[config.mk]
export PLATFORM = sky130hd
export DESIGN_NAME = trace_emitter
export DESIGN_NICKNAME = d
export VERILOG_FILES = /design/src/rtl/trace_pkg.sv /design/src/rtl/trace_fifo.sv /design/src/rtl/trace_emitter.sv
export SDC_FILE = /design/constraint.sdc
export NUM_CORES = 1
export LEC_CHECK = 0
export CAP_MARGIN = 40
export CORE_MARGIN = 1
export CORE_UTILIZATION = 40
export DETAILED_ROUTE_END_ITERATION = 7
export SETUP_SLACK_MARGIN = 0.2
export SYNTH_ARGS = -nofsm -noshare
export SYNTH_HDL_FRONTEND = slang
export SYNTH_SLANG_ARGS = --single-unit
[constraint.sdc]
create_clock -name clk -period 4.98 [get_ports clk]
set_input_delay 0.498 -clock clk [delete_from_list [all_inputs] [get_ports clk]]
set_output_delay 0.498 -clock clk [all_outputs]
set_load 0.005 [all_outputs]
[src/rtl/trace_pkg.sv]
// Shared types for the trace port producer: the buffered record and emit FSM states.
package trace_pkg;

    typedef struct packed {
        logic        valid;
        logic [31:0] pc;
        logic [31:0] inst;
        logic        rdv;
        logic [4:0]  rd;
        logic [31:0] rd_data;
        logic        pcv;
        logic [31:0] pc_x;
    } trace_rec_t;

    typedef enum logic {
        EMIT_IDLE  = 1'b0,
        EMIT_SPLIT = 1'b1
    } emit_state_t;

endpackage

[src/rtl/trace_fifo.sv]
// Synchronous FIFO of trace records with a combinational head view.
// Storage is not reset; only pointers and occupancy are, so the head is
// meaningful only while empty is low.
module trace_fifo
    import trace_pkg::*;
#(
    parameter int DEPTH = 4
) (
    input  logic                     clk,
    input  logic                     reset,
    input  logic                     push,
    input  trace_rec_t               push_rec,
    input  logic                     pop,
    output trace_rec_t               head,
    output logic [$clog2(DEPTH):0]   count,
    output logic                     empty
);

    localparam int AW = $clog2(DEPTH);
    localparam int CW = AW + 1;
    localparam logic [CW-1:0] FULL_LVL = CW'(DEPTH);
    localparam logic [CW-1:0] CNT_ONE  = CW'(1);
    localparam logic [AW-1:0] PTR_ONE  = AW'(1);

    trace_rec_t    mem_q [DEPTH];
    logic [AW-1:0] wr_ptr_q;
    logic [AW-1:0] rd_ptr_q;
    logic [CW-1:0] count_q;
    logic          do_push;
    logic          do_pop;

    // Guard against overflow/underflow so a misbehaving caller cannot corrupt state.
    assign do_push = push && (count_q != FULL_LVL);
    assign do_pop  = pop && (count_q != '0);

    // Record storage; written only on an accepted push.
    always_ff @(posedge clk) begin
        if (do_push) begin
            mem_q[wr_ptr_q] <= push_rec;
        end
    end

    // Pointers wrap naturally because DEPTH is a power of two.
    always_ff @(posedge clk) begin
        if (reset) begin
            wr_ptr_q <= '0;
            rd_ptr_q <= '0;
            count_q  <= '0;
        end else begin
            if (do_push) begin
                wr_ptr_q <= wr_ptr_q + PTR_ONE;
            end
            if (do_pop) begin
                rd_ptr_q <= rd_ptr_q + PTR_ONE;
            end
            case ({do_push, do_pop})
                2'b10:   count_q <= count_q + CNT_ONE;
                2'b01:   count_q <= count_q - CNT_ONE;
                default: count_q <= count_q;
            endcase
        end
    end

    assign head  = mem_q[rd_ptr_q];
    assign count = count_q;
    assign empty = (count_q == '0);

endmodule

[src/rtl/trace_emitter.sv]
// Trace port producer: normalises execute-stage events into records, buffers
// them, and emits one record per cycle, splitting link-write+redirect records.
module trace_emitter
    import trace_pkg::*;
#(
    parameter int DEPTH = 4
) (
    input  logic        clk,
    input  logic        reset,
    input  logic        in_valid,
    input  logic [31:0] in_pc,
    input  logic [31:0] in_inst,
    input  logic        in_rdv,
    input  logic [4:0]  in_rd,
    input  logic [31:0] in_rd_data,
    input  logic        in_pcv,
    input  logic [31:0] in_pc_x,
    output logic        stall,
    output logic        valid,
    output logic [31:0] pc,
    output logic [31:0] inst,
    output logic        rdv,
    output logic [4:0]  rd_x,
    output logic [31:0] rd_data,
    output logic        pcv,
    output logic [31:0] pc_x,
    output logic [31:0] instret
);

    localparam int CW = $clog2(DEPTH) + 1;
    localparam logic [CW-1:0] STALL_LVL = CW'(DEPTH - 1);

    trace_rec_t    in_rec;
    trace_rec_t    head;
    trace_rec_t    out_d;
    trace_rec_t    out_q;
    logic [CW-1:0] count;
    logic          empty;
    logic          accept;
    logic          pop;
    emit_state_t   state_d;
    emit_state_t   state_q;
    logic [31:0]   instret_q;

    // Assemble the incoming record; writes to x0 carry no information.
    always_comb begin
        in_rec         = '0;
        in_rec.valid   = in_valid;
        in_rec.pc      = in_pc;
        in_rec.inst    = in_inst;
        in_rec.rdv     = in_rdv && (in_rd != 5'd0);
        in_rec.rd      = in_rd;
        in_rec.rd_data = in_rd_data;
        in_rec.pcv     = in_pcv;
        in_rec.pc_x    = in_pc_x;
    end

    // Stall leaves one slot of slack so the decision depends only on registered state.
    assign stall  = (count >= STALL_LVL);
    assign accept = !stall && (in_rec.valid || in_rec.rdv || in_rec.pcv);

    trace_fifo #(
        .DEPTH (DEPTH)
    ) u_fifo (
        .clk      (clk),
        .reset    (reset),
        .push     (accept),
        .push_rec (in_rec),
        .pop      (pop),
        .head     (head),
        .count    (count),
        .empty    (empty)
    );

    // Emit FSM state register.
    always_ff @(posedge clk) begin
        if (reset) begin
            state_q <= EMIT_IDLE;
        end else begin
            state_q <= state_d;
        end
    end

    // Next state: enter SPLIT only for a head carrying both a writeback and a redirect.
    always_comb begin
        state_d = state_q;
        case (state_q)
            EMIT_IDLE: begin
                if (!empty && head.rdv && head.pcv) begin
                    state_d = EMIT_SPLIT;
                end
            end
            EMIT_SPLIT: state_d = EMIT_IDLE;
            default:    state_d = EMIT_IDLE;
        endcase
    end

    // Output selection and pop; non-flagged fields keep their previous values.
    always_comb begin
        out_d       = out_q;
        out_d.valid = 1'b0;
        out_d.rdv   = 1'b0;
        out_d.pcv   = 1'b0;
        pop         = 1'b0;
        case (state_q)
            EMIT_IDLE: begin
                if (!empty) begin
                    if (head.rdv && head.pcv) begin
                        out_d.valid   = head.valid;
                        out_d.pc      = head.pc;
                        out_d.inst    = head.inst;
                        out_d.rdv     = 1'b1;
                        out_d.rd      = head.rd;
                        out_d.rd_data = head.rd_data;
                    end else begin
                        out_d = head;
                        pop   = 1'b1;
                    end
                end
            end
            EMIT_SPLIT: begin
                out_d.pcv  = 1'b1;
                out_d.pc_x = head.pc_x;
                pop        = 1'b1;
            end
            default: begin
                pop = 1'b0;
            end
        endcase
    end

    // Output registers and retired-instruction counter.
    always_ff @(posedge clk) begin
        if (reset) begin
            out_q     <= '0;
            instret_q <= '0;
        end else begin
            out_q <= out_d;
            if (out_d.valid) begin
                instret_q <= instret_q + 32'd1;
            end
        end
    end

    assign valid   = out_q.valid;
    assign pc      = out_q.pc;
    assign inst    = out_q.inst;
    assign rdv     = out_q.rdv;
    assign rd_x    = out_q.rd;
    assign rd_data = out_q.rd_data;
    assign pcv     = out_q.pcv;
    assign pc_x    = out_q.pc_x;
    assign instret = instret_q;

endmodule

## Word level (Yosys, flattened, before mapping)

Memories as Yosys holds them, arrays and structs flattened. A register that Yosys moved wholly into a read port is not among the register bits.
Index checks and enable logic that the tools add are counted.

- Flip-flop bits (word level): 176
- Latch bits: 0
- Bits in writable memories: 544
- ROM bits: 0
- Bits of input ports: 138
- Output and inout bits: 169
- Logic and storage cells: 60
- Memories kept: 1

- Add/sub/neg operators: 5
- Multiply operators: 0
- Div/mod/pow operators: 0
- Magnitude comparators: 1
- Equal/unequal tests: 5
- Shift-type cells: 0
- Muxes and demuxes: 15
- Bitwise logic cells: 2
- Reductions and logical operators: 18

Memory list:

| memory | words | bits a word | read ports | clocked after Yosys merged registers in | write ports | line | RTL |
|---|---|---|---|---|---|---|---|
| u_fifo.mem_q | 4 | 136 | 1 | 1 | 1 | trace_fifo.sv:25 | `trace_rec_t mem_q [DEPTH];` |

Operators by type and width:

| operator | count |
|---|---|
| 136-bit two-way mux | 1 |
| 103-bit two-way mux | 1 |
| 33-bit one-hot mux with 2 select lines | 1 |
| 38-bit two-way mux | 1 |
| 33-bit two-way mux | 1 |
| 32-bit by 1-bit adder with 32-bit output (second input constant) | 1 |
| 1-bit logical AND | 7 |
| 3-bit one-hot mux with 2 select lines | 1 |
| 1-bit two-way mux | 5 |
| 5-bit nonzero test | 1 |
| 2-bit by 1-bit adder with 2-bit output (second input constant) | 2 |
| 2-bit two-way mux | 2 |
| 2-bit inequality test (second input constant) | 2 |
| 1-bit one-hot mux with 2 select lines | 2 |
| 2-bit AND reduction | 2 |
| 3-bit by 1-bit adder with 3-bit output (second input constant) | 1 |
| 3-bit by 2-bit greater-or-equal comparator with 1-bit output (second input constant) | 1 |
| 3-bit logical NOT | 1 |
| 3-bit inequality test (second input constant) | 1 |
| 3-bit nonzero test | 1 |
| 3-bit OR reduction | 1 |
| 3-bit by 1-bit subtractor with 3-bit output (second input constant) | 1 |
| 2-bit by 1-bit equality test with 1-bit output (second input constant) | 1 |
| 2-bit equality test (second input constant) | 1 |
| other kinds (4) | 7 |

## Logic depth before layout (Yosys ltp)

- Depth in word-level cells: 8
- Gate-level depth with buffers: 10
- Gate-level depth less buffers: 10

## By module

From an unflattened synthesis, not the netlist that was laid out.

- Cells, all modules: 1537
- Area total of the unflattened synthesis: 26228.9 µm²

Modules (own cells, without submodules):

| module | instances | cells an instance | area each (µm²) | sequential area each (µm²) |
|---|---|---|---|---|
| trace_fifo | 1 | 763 | 20056.7 | 16515.8 |
| trace_emitter | 1 | 774 | 6172.2 | 3383.2 |

## Worst setup path after synthesis

Ideal clock, no wire load.

- Path type: input port to flip-flop
- Start point: in in_rd[3]
- End point: mem u_fifo.mem_q[1][0] (netlist name) (enable)
- Setup time: 511 ps
- Arrival time: 4207 ps
- Data required time: 4469 ps
- Slack: 262 ps
- Cell stages on the path: 4
- Cells stage by stage: or4_1 > o21ai_0 > a21oi_1 > and2_1

- Longest elaborated chain between the ends: 8

RTL lines:

| what | line | RTL |
|---|---|---|
| start: declaration | trace_emitter.sv:14 | `input logic [4:0] in_rd,` |
| 5-bit nonzero test | trace_emitter.sv:51 | `in_rec.rdv = in_rdv && (in_rd != 5'd0);` |
| 1-bit logical AND | trace_emitter.sv:51 |  |
| 1-bit logical OR (2 in a row) | trace_emitter.sv:60 | `assign accept = !stall && (in_rec.valid \|\| in_rec.rdv \|\| in_rec.pcv);` |
| 1-bit logical AND | trace_emitter.sv:60 |  |
| 1-bit logical AND | trace_fifo.sv:33 | `assign do_push = push && (count_q != FULL_LVL);` |
| 1-bit two-way mux | trace_fifo.sv:38 | `if (do_push) begin` |
| 1-bit two-way mux (not written as such) | trace_fifo.sv:39 | `mem_q[wr_ptr_q] <= push_rec;` |
| end: declaration | trace_fifo.sv:25 |  |

No other way between the ends.

## Final worst setup path

- Start point: in in_rd[2]
- End point: mem u_fifo.mem_q[0][48] (netlist name) (enable)

The elaborated chain is that of the path after synthesis.

==> flow_metrics.py <==
metrics = {
    "outcome": {
        "outcome": "finished, final reports clean",
    },
    "clock_network": {
        "cts.sinks": 722,
        "cts_tree": "yes",
        "cts_hold_buf": 0,
        "post_cts_resized": 0,
        "cts_root_buffer": "clkbuf_16",
        "post_cts_buffers": 0,
        "path_clk_slew_ps": 60,
        "worstSkewPairLatency_ps": 600,
        "clock_path_buffers": 3,
        "htreeDepth": 3,
        "numCtsBuffers": 76,
    },
    "layout": {
        "stdcell_count": 2781,
        "syn_to_final_growth_pct": 25.5,
        "fin_util_pct": 50.9,
        "fin_nets": 2005,
        "drive_gt1_share_pct": 14.8,
        "fill_cells": 5355,
        "design_area_um2": 32800,
    },
    "critical_path": {
        "required_ps": 5230,
        "crit_buf_inv": 2,
        "crit_chain": "clkdlybuf4s50_1 -> or4_1 -> o21ai_0 -> a21oi_1 -> and2_4 -> buf_4",
        "crit_type": "in2reg",
        "slowest_stage": "and2_4",
        "cpLargestDelayFamily": "simple AND/OR/NAND/NOR gates",
        "crit_fanout": 44,
        "r2r_slack_ps": 2030,
        "crit_path_start_kind": "input port",
        "critPathCaptureType": "flop",
        "arrival_ps": 3310,
        "max_stage_delay_ps": 780,
    },
    "detailed_routing": {
        "wl_per_cell_um": 21.0,
        "num_vias": 14200,
        "top_layer": "met5",
        "wl_met3_um": 3990,
        "wl_met1_um": 25000,
        "totalWireLength_um": 58400,
        "drtPass1Iterations": 5,
        "via_per_inst": 5.11,
        "drt_iter0_drc": 859,
        "drc": 0,
        "wl_met2_um": 28500,
        "drtAntennaViolNets": 0,
    },
    "grt": {
        "grt_pass1_vias": 14800,
        "grt_use_total_pct": 17.7,
        "antenna_found_initial": 10,
        "grt_pass1_wl_um": 89300,
        "grt-ovfl-total": 0,
        "grt_max_degree": 96,
    },
    "synth": {
        "synth_nets": 1680,
        "yosys_warnings": 0,
        "synth_area_leaders": "edfxtp_1 63%, dfxtp_1 14%, mux4_2 12%, nand2_1 4.0%, a21oi_1 2.8%",
        "seq_area_frac_synth_pct": 76.2,
        "syn-cell-area_um2": 26100,
        "avgSynthCellArea_um2": 17.0,
        "synth-edff-count": 544,
        "synth_top_cell_by_area": "edfxtp_1",
        "synth.distinct_cells": 34,
        "synth_common_cells": "544 x edfxtp_1, 279 x nand2_1, 178 x dfxtp_1",
        "synth_top_cell_area_share_pct": 62.5,
        "ys.flop_type": "edfxtp_1",
        "synth_cells": 1535,
        "yosysMostFrequentCell": "edfxtp_1",
        "ys_ff_latch": 722,
        "synth-async-reset-ratio_pct": 0,
    },
    "sta": {
        "finalCritPeriodShare_pct": 61.4,
        "fin_crit_ps": 3060,
        "slew_violations": 0,
        "fin_skew_ps": 15.6,
        "worstMarginPinSlew_ps": 857,
        "tns_ps": 0,
        "setup_viol": 0,
        "rsz0062_at_grt": "no",
        "relSlewSlack_pct": 42.7,
        "max_freq_ghz": 0.327,
        "final_hold_viol_count": 0,
        "fin_hold_ws_ps": 268,
    },
    "floorplanning": {
        "num_rows": 93,
        "die_area_um2": 66400,
        "die_height_um": 258,
        "die_w_um": 258,
        "core-area_um2": 64500,
        "start_util_pct": 40.5,
        "num_io_pins": 307,
    },
    "flow_run": {
        "cap_violations": 0,
    },
    "min_path": {
        "min_path_type": "in2reg",
    },
    "place": {
        "dp_cells": 2637,
        "post-dp-hpwl_um": 34800,
        "place_area_um2": 30400,
        "place_congestion": 0.736,
        "portBuffers": 306,
    },
    "power_and_ir_drop": {
        "power.leakage_uw": 0.0106,
        "power.density_nw_per_um2": 630,
        "ir_drop_mv": 0.441,
    },
}
-- layer usage --
metal  vias up  global-route usage (%)
li1       6484                       -
met2       385                    28.9
met1      7243                    23.3
met5         -                       0
met3        80                    4.67
met4        14                    4.80
-- layout by cell type, fill, tap and decap left out, drive strengths merged, types with 2 or more instances in the layout --
cell type	n
and2	5
clkbuf	116
and3	3
nand3	12
ha	6
dfxtp	178
or3	8
nand2	279
nor3	5
clkinv	20
mux4	136
a21o	2
inv	14
nor4	15
xor2	5
nand4	4
nor2	41
buf	30
a21oi	145
o21ai	8
xnor2	25
or4b	2
and4	4
edfxtp	544
diode	5
clkdlybuf4s50	305
-- final timing paths --
check	cells after the start	startpoint	end
worst max register to register	9	flop	u_fifo.count[2]
worst min-delay path	2	reset	instret[21]
worst min register to register	2	pc_x[14]	pc_x[14]
worst max-delay path	6	in_rd[2]	u_fifo.mem_q[0][48]
-- registers in the layout (all words and copies together), names as in the netlist, 2 cells and up, named ones only --
name,count
inst,32
instret,32
pc,32
pc_x,32
rd_data,32
rd_x,5
u_fifo.count,3
u_fifo.mem_q,544
u_fifo.rd_ptr_q,2
u_fifo.wr_ptr_q,2
-- area by class of cell --
type	instances	area, um2	area share, %
Clock inverter	23	138	0.420
Timing Repair Buffer	335	3520	10.7
Antenna cell	5	12.5	0.0382
Clock buffer	116	2250	6.86
Multi-Input combinational cell	712	5860	17.9
Inverter	13	48.8	0.149
Tap cell	855	1070	3.26
Sequential cell	722	19900	60.7
-- kinds of logic (layout without fill, tap and decap cells) --
family | Yosys count | count (layout) | synth area share [%]
flops | 722 | 722 | 76.2
simple gates | 381 | 381 | 6.12
compound gates | 157 | 157 | 3.05
mux | 137 | 137 | 11.8
buf+inv | 101 | 487 | 1.55
xor+xnor | 30 | 30 | 1.01
fa+ha+maj | 7 | 7 | 0.364
other cells | 0 | 5 | 0
-- power by group --
group	switching, uW	internal [uW]
Sequential	659	8580
Combinational	3320	2700
Clock	2230	3160
-- stage by stage --
step	power, uW	setup slack [ps]
after CTS	21000	1900
final	20600	1920
after global placement	15300	1380
after detailed placement	15600	1280
after global routing	21700	1730
after floorplan	12800	262
Power figures use the tool's default switching activity.
